[config.mk]
export PLATFORM = sky130hd
export DESIGN_NAME = lfsr_prbs_gen
export DESIGN_NICKNAME = d
export VERILOG_FILES = /design/src/rtl/lfsr_prbs_gen.sv
export SDC_FILE = /design/constraint.sdc
export NUM_CORES = 1
export LEC_CHECK = 0
export BUFFER_PORTS_ARGS = -buffer_cell sky130_fd_sc_hd__buf_4
export CORE_MARGIN = 3
export CORE_UTILIZATION = 50
export CTS_CLUSTER_SIZE = 24
export DETAILED_ROUTE_END_ITERATION = 8
export HOLD_SLACK_MARGIN = 0.1
export PLACE_DENSITY = 0.73
export SYNTH_ARGS = -nofsm -noshare
export SYNTH_HDL_FRONTEND = slang
export SYNTH_SLANG_ARGS = --single-unit
[constraint.sdc]
create_clock -name clk -period 2.2 [get_ports clk]
set_input_delay 0.22 -clock clk [delete_from_list [all_inputs] [get_ports clk]]
set_output_delay 0.22 -clock clk [all_outputs]
set_load 0.02 [all_outputs]
[src/rtl/lfsr_prbs_gen.sv]
// lfsr_prbs_gen: burst PRBS word source with a valid/ready stream output
// Optional feature: define LFSR_PRBS_GEN_ERR_INJECT_EN to add the inject_err bit-0 error port.
module lfsr_prbs_gen #(
   parameter int                    LFSR_WIDTH  = 31,
   parameter logic [LFSR_WIDTH-1:0] LFSR_POLY   = 31'h10000001,
   parameter logic [LFSR_WIDTH-1:0] LFSR_INIT   = {LFSR_WIDTH{1'b1}},
   parameter                        LFSR_CONFIG = "FIBONACCI",
   parameter bit                    REVERSE     = 1'b0,
   parameter int                    DATA_WIDTH  = 8,
   parameter int                    LEN_WIDTH   = 16
) (
   input  logic                  clk,
   input  logic                  rst_n,
   input  logic                  start,
   input  logic                  stop,
   input  logic [LEN_WIDTH-1:0]  burst_len,
   input  logic                  seed_load,
   input  logic [LFSR_WIDTH-1:0] seed_in,
`ifdef LFSR_PRBS_GEN_ERR_INJECT_EN
   input  logic                  inject_err,
`endif
   output logic [DATA_WIDTH-1:0] m_tdata,
   output logic                  m_tvalid,
   input  logic                  m_tready,
   output logic                  m_tlast,
   output logic                  busy,
   output logic                  done,
   output logic [31:0]           word_count
);
   localparam int W = LFSR_WIDTH;
   localparam int D = DATA_WIDTH;
   localparam bit GALOIS = (LFSR_CONFIG == "GALOIS");

   // Polynomial bit i weights the bit that is W-i steps old; in the left-shifting
   // Fibonacci register that bit sits at position W-1-i, so taps are the mirror image.
   function automatic logic [W-1:0] rev_bits(input logic [W-1:0] v);
      logic [W-1:0] r;
      for (int i = 0; i < W; i++) r[i] = v[W-1-i];
      return r;
   endfunction

   localparam logic [W-1:0] TAPS = rev_bits(LFSR_POLY);

   // Steps the serial LFSR D times; returns {advanced state, packed word}.
   function automatic logic [W+D-1:0] prbs_step(input logic [W-1:0] s_in);
      logic [W-1:0] s;
      logic [D-1:0] w;
      logic         b;
      s = s_in;
      w = '0;
      for (int i = 0; i < D; i++) begin
         b = s[W-1];
         w = REVERSE ? ((w >> 1) | (D'(b) << (D-1))) : ((w << 1) | D'(b));
         s = GALOIS ? ((s << 1) ^ (b ? LFSR_POLY : '0)) : {s[W-2:0], ^(s & TAPS)};
      end
      return {s, w};
   endfunction

   typedef enum logic {IDLE, RUN} fsm_t;

   fsm_t                 fsm, fsm_nx;
   logic [W-1:0]         lfsr, lfsr_src, lfsr_nx;
   logic [D-1:0]         word_nx;
   logic [LEN_WIDTH-1:0] len, idx;
   logic                 stop_pend, hs, fin, load, flip_load, flip_hold;

   assign hs   = m_tvalid && m_tready;
   assign busy = (fsm == RUN);

`ifdef LFSR_PRBS_GEN_ERR_INJECT_EN
   logic err_pend;
   // remember an injection request until a fresh word is loaded to carry it
   always_ff @(posedge clk)
      if (!rst_n) err_pend <= 1'b0;
      else err_pend <= load ? 1'b0 : (m_tvalid && !hs) ? err_pend : (err_pend | inject_err);
   assign flip_load = inject_err | err_pend;
   assign flip_hold = inject_err & m_tvalid & ~hs;
`else
   assign flip_load = 1'b0;
   assign flip_hold = 1'b0;
`endif

   // seed selection, next word, burst termination and next FSM state
   always_comb begin
      lfsr_src = (fsm == IDLE && seed_load) ? ((seed_in == '0) ? LFSR_INIT : seed_in) : lfsr;
      {lfsr_nx, word_nx} = prbs_step(lfsr_src);
      fin = hs && (m_tlast || stop_pend);
      load = (fsm == IDLE) ? start : (hs && !fin);
      fsm_nx = fin ? IDLE : (fsm == IDLE && start) ? RUN : fsm;
   end

   // FSM state register
   always_ff @(posedge clk)
      if (!rst_n) fsm <= IDLE;
      else fsm <= fsm_nx;

   // datapath: LFSR state, output word, burst bookkeeping and counters
   always_ff @(posedge clk)
      if (!rst_n) begin
         lfsr       <= LFSR_INIT;
         m_tdata    <= '0;
         m_tvalid   <= 1'b0;
         m_tlast    <= 1'b0;
         len        <= '0;
         idx        <= '0;
         stop_pend  <= 1'b0;
         done       <= 1'b0;
         word_count <= '0;
      end else begin
         lfsr       <= load ? lfsr_nx : lfsr_src;
         m_tdata    <= load ? (word_nx ^ D'(flip_load)) : (m_tdata ^ D'(flip_hold));
         m_tvalid   <= load || (m_tvalid && !fin);
         m_tlast    <= (fsm == IDLE) ? (start && burst_len == LEN_WIDTH'(1))
                       : fin ? 1'b0
                       : load ? (len != '0 && idx + LEN_WIDTH'(1) == len) : m_tlast;
         len        <= (fsm == IDLE && start) ? burst_len : len;
         idx        <= (fsm == IDLE) ? LEN_WIDTH'(1) : idx + LEN_WIDTH'(load);
         stop_pend  <= (fsm == RUN) && !fin && (stop_pend || stop);
         done       <= fin;
         word_count <= word_count + 32'(hs);
      end
endmodule

==> flow_summary.yaml, run 1 <==
run_status:
  status: "finished, final reports clean"
route:
  dr.first_iter.drc_count: 283
  wl_per_cell_um: 16.4
  drt-total-wl_um: 14600
  drt_pass1_iterations: 5
  via_count: 5184
  ant_nets: 0
  drc_errors: 0
  routed_via_density: 5.84
run:
  timing.max_cap.violations: 0
hold_path:
  holdPathEnd: "len[1]$_SDFFE_PN0P_"
  min_from: "burst_len[1]"
  min_path_type: "input port to register"
  holdPathStages: 3
grt:
  grt_start_max_net_pins: 55
  grt_use_total_pct: 24.9
  gr-total-overflow: 0
  grt_pass1_wl_um: 23700
  antenna_found_initial: 0
  grt_pass1_vias: 4927
sta:
  max_slew_margin_pct: 50.4
  hold_violations: 0
  finalClockSkew_ps: 11.9
  final-setup-viol-count: 0
  rsz0062_at_grt: "false"
  slew_viol_final: 0
  period_needed_ps: 2030
  worstMarginPinSlew_ps: 744
  clock.fmax_ghz: 0.491
  min_period_over_period_pct: 92.5
synthesis:
  synth-edff-count: 0
  ys_seq_area_share_pct: 40.7
  synthArstFlopShare_pct: 0
  post_synth_num_cell_types: 60
  netlist_top_cells_count: "dfxtp_1, nand2_1, nor2_1"
  yosysMostFrequentCell: "dfxtp_1"
  yosysWarnings: 0
  synthFlopType: "dfxtp_1"
  yosys.area.top_type: "dfxtp_1"
  synth.top_cell.area_share_pct: 40.7
  synth_fp_nets: 700
  synth_seq_cells: 108
  synthTopCellsByArea: "dfxtp_1, nand2_1, xnor2_1, o211ai_1, xor2_1"
  avgSynthCellArea_um2: 8.27
  synth_area_um2: 5310
  syn_inst: 642
cells_and_area:
  diodes: 0
  instances_no_fill: 888
  fin_area_um2: 6630
  fin_nets: 808
  drive_above_1_share_pct: 22.6
  area_growth_pct: 24.9
  num-fill-cells: 847
floorplan:
  start_util_pct: 52.9
  rows: 36
  core_area_um2: 10000
  die_w_um: 109
  io_pins: 97
  dieHeight_um: 109
  die-area_um2: 11900
setup_path:
  path_buf_inv: 0
  worst_ep_arrival_time_ps: 2270
  crit_fanout: 8
  cp_slowest_stage_delay_ps: 430
  r2r_slack_ps: 170
  path_cells: "nand2b_1 -> mux2i_1 -> a21oi_1 -> nor4_1 -> xor2_1 -> o211ai_1"
  r2r-end: "lfsr[0]$_SDFF_PN1_"
  rr_startpoint: "busy$_SDFFE_PP0P_"
  crit_family: "simple AND/OR/NAND/NOR gates"
  cp-end-kind: "register"
  crit_path_start_kind: "register"
  slowest_stage: "nor4_1"
  worstSetupPathType: "register to register"
  cp.required_ps: 2430
  reg2reg_depth: 6
clock_network:
  clk_pin_slew_worst_paths_ps: 100
  cts_sinks: 108
  cts-root-buf: "clkbuf_8"
  cts_tree: "built"
  clk_latency_ps: 370
  cts_buffers: 9
  cts_max_level: 3
  clockBufferDepth: 2
power_and_ir_drop:
  leakage_nw: 2.64
  power_mw: 4.20
  power_density_nw_per_um2: 633
  peakVddDrop_uv: 425
place:
  place_area_um2: 6260
  dp.cells: 860
  io_buffer_count: 96
  dpl.hpwl_um: 10600
  gp_congestion: 0.878
## cells in the final DEF (no fill, tap or decap), types with 2 or more instances in the layout
cell and n:
nor3_2 4, dfxtp_1 107, and3_1 9, inv_2 2
nand4_1 14, nor2b_2 2, and4_1 3, o221ai_1 4
nor3_1 13, nor4b_1 2, or2_2 2, nor2_2 3
inv_1 2, and2_1 8, mux2_2 3, o21ai_0 10
bufinv_16 2, or4_1 3, o21a_1 4, dlygate4sd3_1 11
nand2_1 94, nor2_1 63, xnor2_1 34, nor4_1 18
ha_1 4, a21oi_2 2, a21oi_1 36, o211ai_1 38
nand2b_1 3, nand3_1 24, or3_1 13, xor2_1 32
o22ai_1 12, buf_4 126, mux2i_1 5, o2bb2ai_1 2
nand2_2 2, clkbuf_8 11
## worst min-delay path, stage by stage
cell     delay [ps]
buf_4           110
nand2_1          50
a21oi_1          50
## state kept, by name, summed over array words and instances (netlist names)
signal,flops
done,1
stop_pend,1
word_count,32
busy,1
len,16
m_tlast,1
lfsr,31
m_tvalid,1
idx,16
m_tdata,8
## logic make-up (layout without fill, tap and decap cells)
| logic type | Yosys count | count (layout) | share of synthesized area [%] |
|---|---|---|---|
| flops | 108 | 108 | 40.7 |
| buf+inv | 44 | 157 | 3.61 |
| fa+ha+maj | 5 | 5 | 1.18 |
| mux | 8 | 8 | 1.58 |
| simple gates | 290 | 290 | 27.0 |
| compound gates | 121 | 121 | 15.0 |
| xor+xnor | 66 | 66 | 10.9 |
## routing by layer
metal | wire length [um] | share of wire, % | up-vias | track usage (%)
li1 | - | - | 2495 | -
met1 | 6420 | 44 | 2445 | 33.3
met2 | 6730 | 46 | 211 | 38.9
met3 | 1100 | 7.5 | 33 | 5.92
met4 | 329 | 2.3 | 0 | 9.74
met5 | 0 | 0 | - | 0
## what timing repair did
action                     in CTS  in global routing
hold endpoints to repair       11                  0
setup buffers                   0                  1
hold buffers                   11                  0
setup endpoints to repair       0                  7
gates resized for setup         0                  6
## area by class of cell
cell class	instances	area (um^2)	share of cell area, %
Clock buffer	11	151	2.28
Sequential cell	108	2160	32.6
Timing Repair Buffer	137	1060	15.9
Tap cell	133	166	2.51
Inverter	4	15.0	0.226
Clock inverter	5	81.3	1.23
Multi-Input combinational cell	490	3000	45.2
## power by group
part	switching [mW]	leakage (nW)	internal, mW
clock network	0.681	0.116	0.706
registers	0.0647	0.884	2.06
logic	0.381	1.64	0.309
## per-stage QoR
stage	TNS, ps	worst slack, ps	hold WS, ps	utilization (%)
floorplan	-2.93	-2.93	356	-
global route	0	20.7	106	66.0
finish	0	165	108	66.0
CTS	0	101	102	65.7
global placement	0	101	444	62.3
detailed placement	0	99.0	451	62.3
## worst max path at each step
stage,start,end,cells past startpoint
floorplan,busy$_SDFFE_PP0P_,idx[14]$_SDFF_PN0_,13
global placement,seed_in[7],lfsr[0]$_SDFF_PN1_,7
detailed placement,seed_in[7],lfsr[0]$_SDFF_PN1_,7
CTS,m_tvalid$_SDFF_PN0_,word_count[25]$_SDFF_PN0_,9
global route,busy$_SDFFE_PP0P_,lfsr[0]$_SDFF_PN1_,6
finish,busy$_SDFFE_PP0P_,lfsr[0]$_SDFF_PN1_,6
Power figures use the tool's default switching activity.
==> inputs of run 2 (changes only) <==
CORE_UTILIZATION = 55   (was 50)
PLACE_DENSITY = 0.76   (was 0.73)
clock period = 2.4 ns   (was 2.2 ns; I/O delays follow)
==> flow_summary.yaml, run 2 (synthesis gave the netlist of run 1 again) <==
sta:
  slew_viol_final: 0
  hold_violations: 0
  min_period_over_period_pct: 90.8
  period_needed_ps: 2180
  worstMarginPinSlew_ps: 690
  rsz0062_at_grt: "false"
  clock.fmax_ghz: 0.459
  max_slew_margin_pct: 54.0
  fin_setup_tns_ps: 0
  finalClockSkew_ps: 16.3
  final-setup-viol-count: 0
setup_path:
  rr_startpoint: "busy$_SDFFE_PP0P_"
  crit_start: "busy$_SDFFE_PP0P_"
  reg2reg_depth: 11
  worstSetupPathType: "register to register"
  r2r-end: "idx[14]$_SDFF_PN0_"
  cp-end-kind: "register"
  crit_path_start_kind: "register"
  cp.required_ps: 2640
  crit_end: "idx[14]$_SDFF_PN0_"
  crit_fanout: 9
  worst_ep_arrival_time_ps: 2420
  r2r_slack_ps: 220
floorplan:
  die-area_um2: 10900
  dieHeight_um: 104
  die_w_um: 104
  core_area_um2: 9330
  io_pins: 97
  rows: 35
  start_util_pct: 56.9
power_and_ir_drop:
  clkPwrFrac_pct: 31.3
  switching_share_pct: 27.9
  pwr-share-comb_pct: 16.0
  power_density_nw_per_um2: 582
  power.switching_mw: 1.03
  seq_power_share_pct: 52.6
  p_int_mw: 2.67
  leakage_nw: 2.50
  peakVddDrop_uv: 390
route:
  routed_via_density: 5.76
  drc_errors: 0
  ant_nets: 0
  drt_pass1_iterations: 5
  drt-total-wl_um: 13600
  dr.first_iter.drc_count: 241
  via_count: 4948
  wl_per_cell_um: 15.8
grt:
  grt_use_total_pct: 25.0
  grt_start_max_net_pins: 55
  grt_pass1_vias: 4718
  gr-total-overflow: 0
  antenna_found_initial: 0
  grt_pass1_wl_um: 22700
cells_and_area:
  largest_register_ffs: 32
  layout_commonest_cell: "buf_4"
  instances_no_fill: 859
  area_growth_pct: 19.7
  diodes: 0
  top_register: "word_count"
  drive_above_1_share_pct: 20.3
  fin_nets: 784
  layout_common_cells: "buf_4, dfxtp_1, nand2_1"
  largest_registers: "word_count x32, lfsr x31"
clock_network:
  cts_sinks: 108
  postCtsSetupRepairBufs: 0
  clk_pin_slew_worst_paths_ps: 110
  cts_max_level: 3
  cts_tree: "built"
  cts_buffers: 9
  cts-root-buf: "clkbuf_8"
  clk_latency_ps: 370
  clockBufferDepth: 2
  cts-resized-gates: 0
  postCtsHoldBufs: 0
run:
  timing.max_cap.violations: 0
place:
  dp.cells: 844
  io_buffer_count: 96
  dpl.hpwl_um: 10000
  gp_congestion: 0.913
run_status:
  status: "finished, final reports clean"
hold_path:
  min_path_type: "input port to register"
run 2: worst max-delay path: stages (launching register included):
cell and delay [ps]:
dfxtp_2 420, nor2b_1 210, nor3b_1 260, nor2_2 70, inv_2 60, ha_1 180, ha_1 240, nand3_1 140
nor2_1 190, nand2_1 100, xor2_1 140, nor2_1 50
run 2: stage by stage:
step           util (%)  cell area (um^2)  power (mW)  hold WS, ps  setup slack (ps)
6_report           68.1              6350        3.70          118               220
5_1_grt            68.1              6350        3.87          105              5.96
4_1_cts            68.1              6350        3.71          109               221
3_5_place_dp       65.9              6150        2.57          454               228
3_3_place_gp       65.9              6150        2.56          441               299
2_1_floorplan         -              5320        2.35          376              3.00
run 2: cell type report:
class | instances | area [um^2]
multi-input combinational | 490 | 2960
fill | 772 | 2970
clock inverter | 5 | 67.6
tap | 129 | 161
inverter | 4 | 15.0
clock buffer | 10 | 138
sequential | 108 | 2160
timing repair buffer | 113 | 848
run 2: power groups by stage:
| stage | sequential (mW) | clock (mW) | combinational (mW) |
|---|---|---|---|
| floorplan | 1.99 | 0 | 0.363 |
| global placement | 1.98 | 0 | 0.578 |
| detailed placement | 1.99 | 0 | 0.583 |
| CTS | 1.95 | 1.18 | 0.588 |
| global route | 1.96 | 1.26 | 0.652 |
| finish | 1.95 | 1.16 | 0.593 |
run 2: how the worst min path moves through the flow:
stage / from / end / slack (ps) / cells after the start
CTS: burst_len[8] / len[8]$_SDFFE_PN0P_ / 110 / 3
floorplan: burst_len[2] / len[2]$_SDFFE_PN0P_ / 380 / 2
global route: burst_len[8] / len[8]$_SDFFE_PN0P_ / 110 / 3
detailed placement: m_tdata[4]$_SDFFE_PN0P_ / m_tdata[4]$_SDFFE_PN0P_ / 450 / 2
finish: burst_len[10] / len[10]$_SDFFE_PN0P_ / 120 / 3
global placement: m_tdata[4]$_SDFFE_PN0P_ / m_tdata[4]$_SDFFE_PN0P_ / 440 / 2
run 2: routing by layer:
layer / track usage [%] / share of wire (%) / up-vias
met5: 0 / 0 / -
li1: - / - / 2450
met4: 7.03 / 1.1 / 0
met1: 34.3 / 44 / 2286
met2: 39.3 / 47 / 198
met3: 6.02 / 8.1 / 14
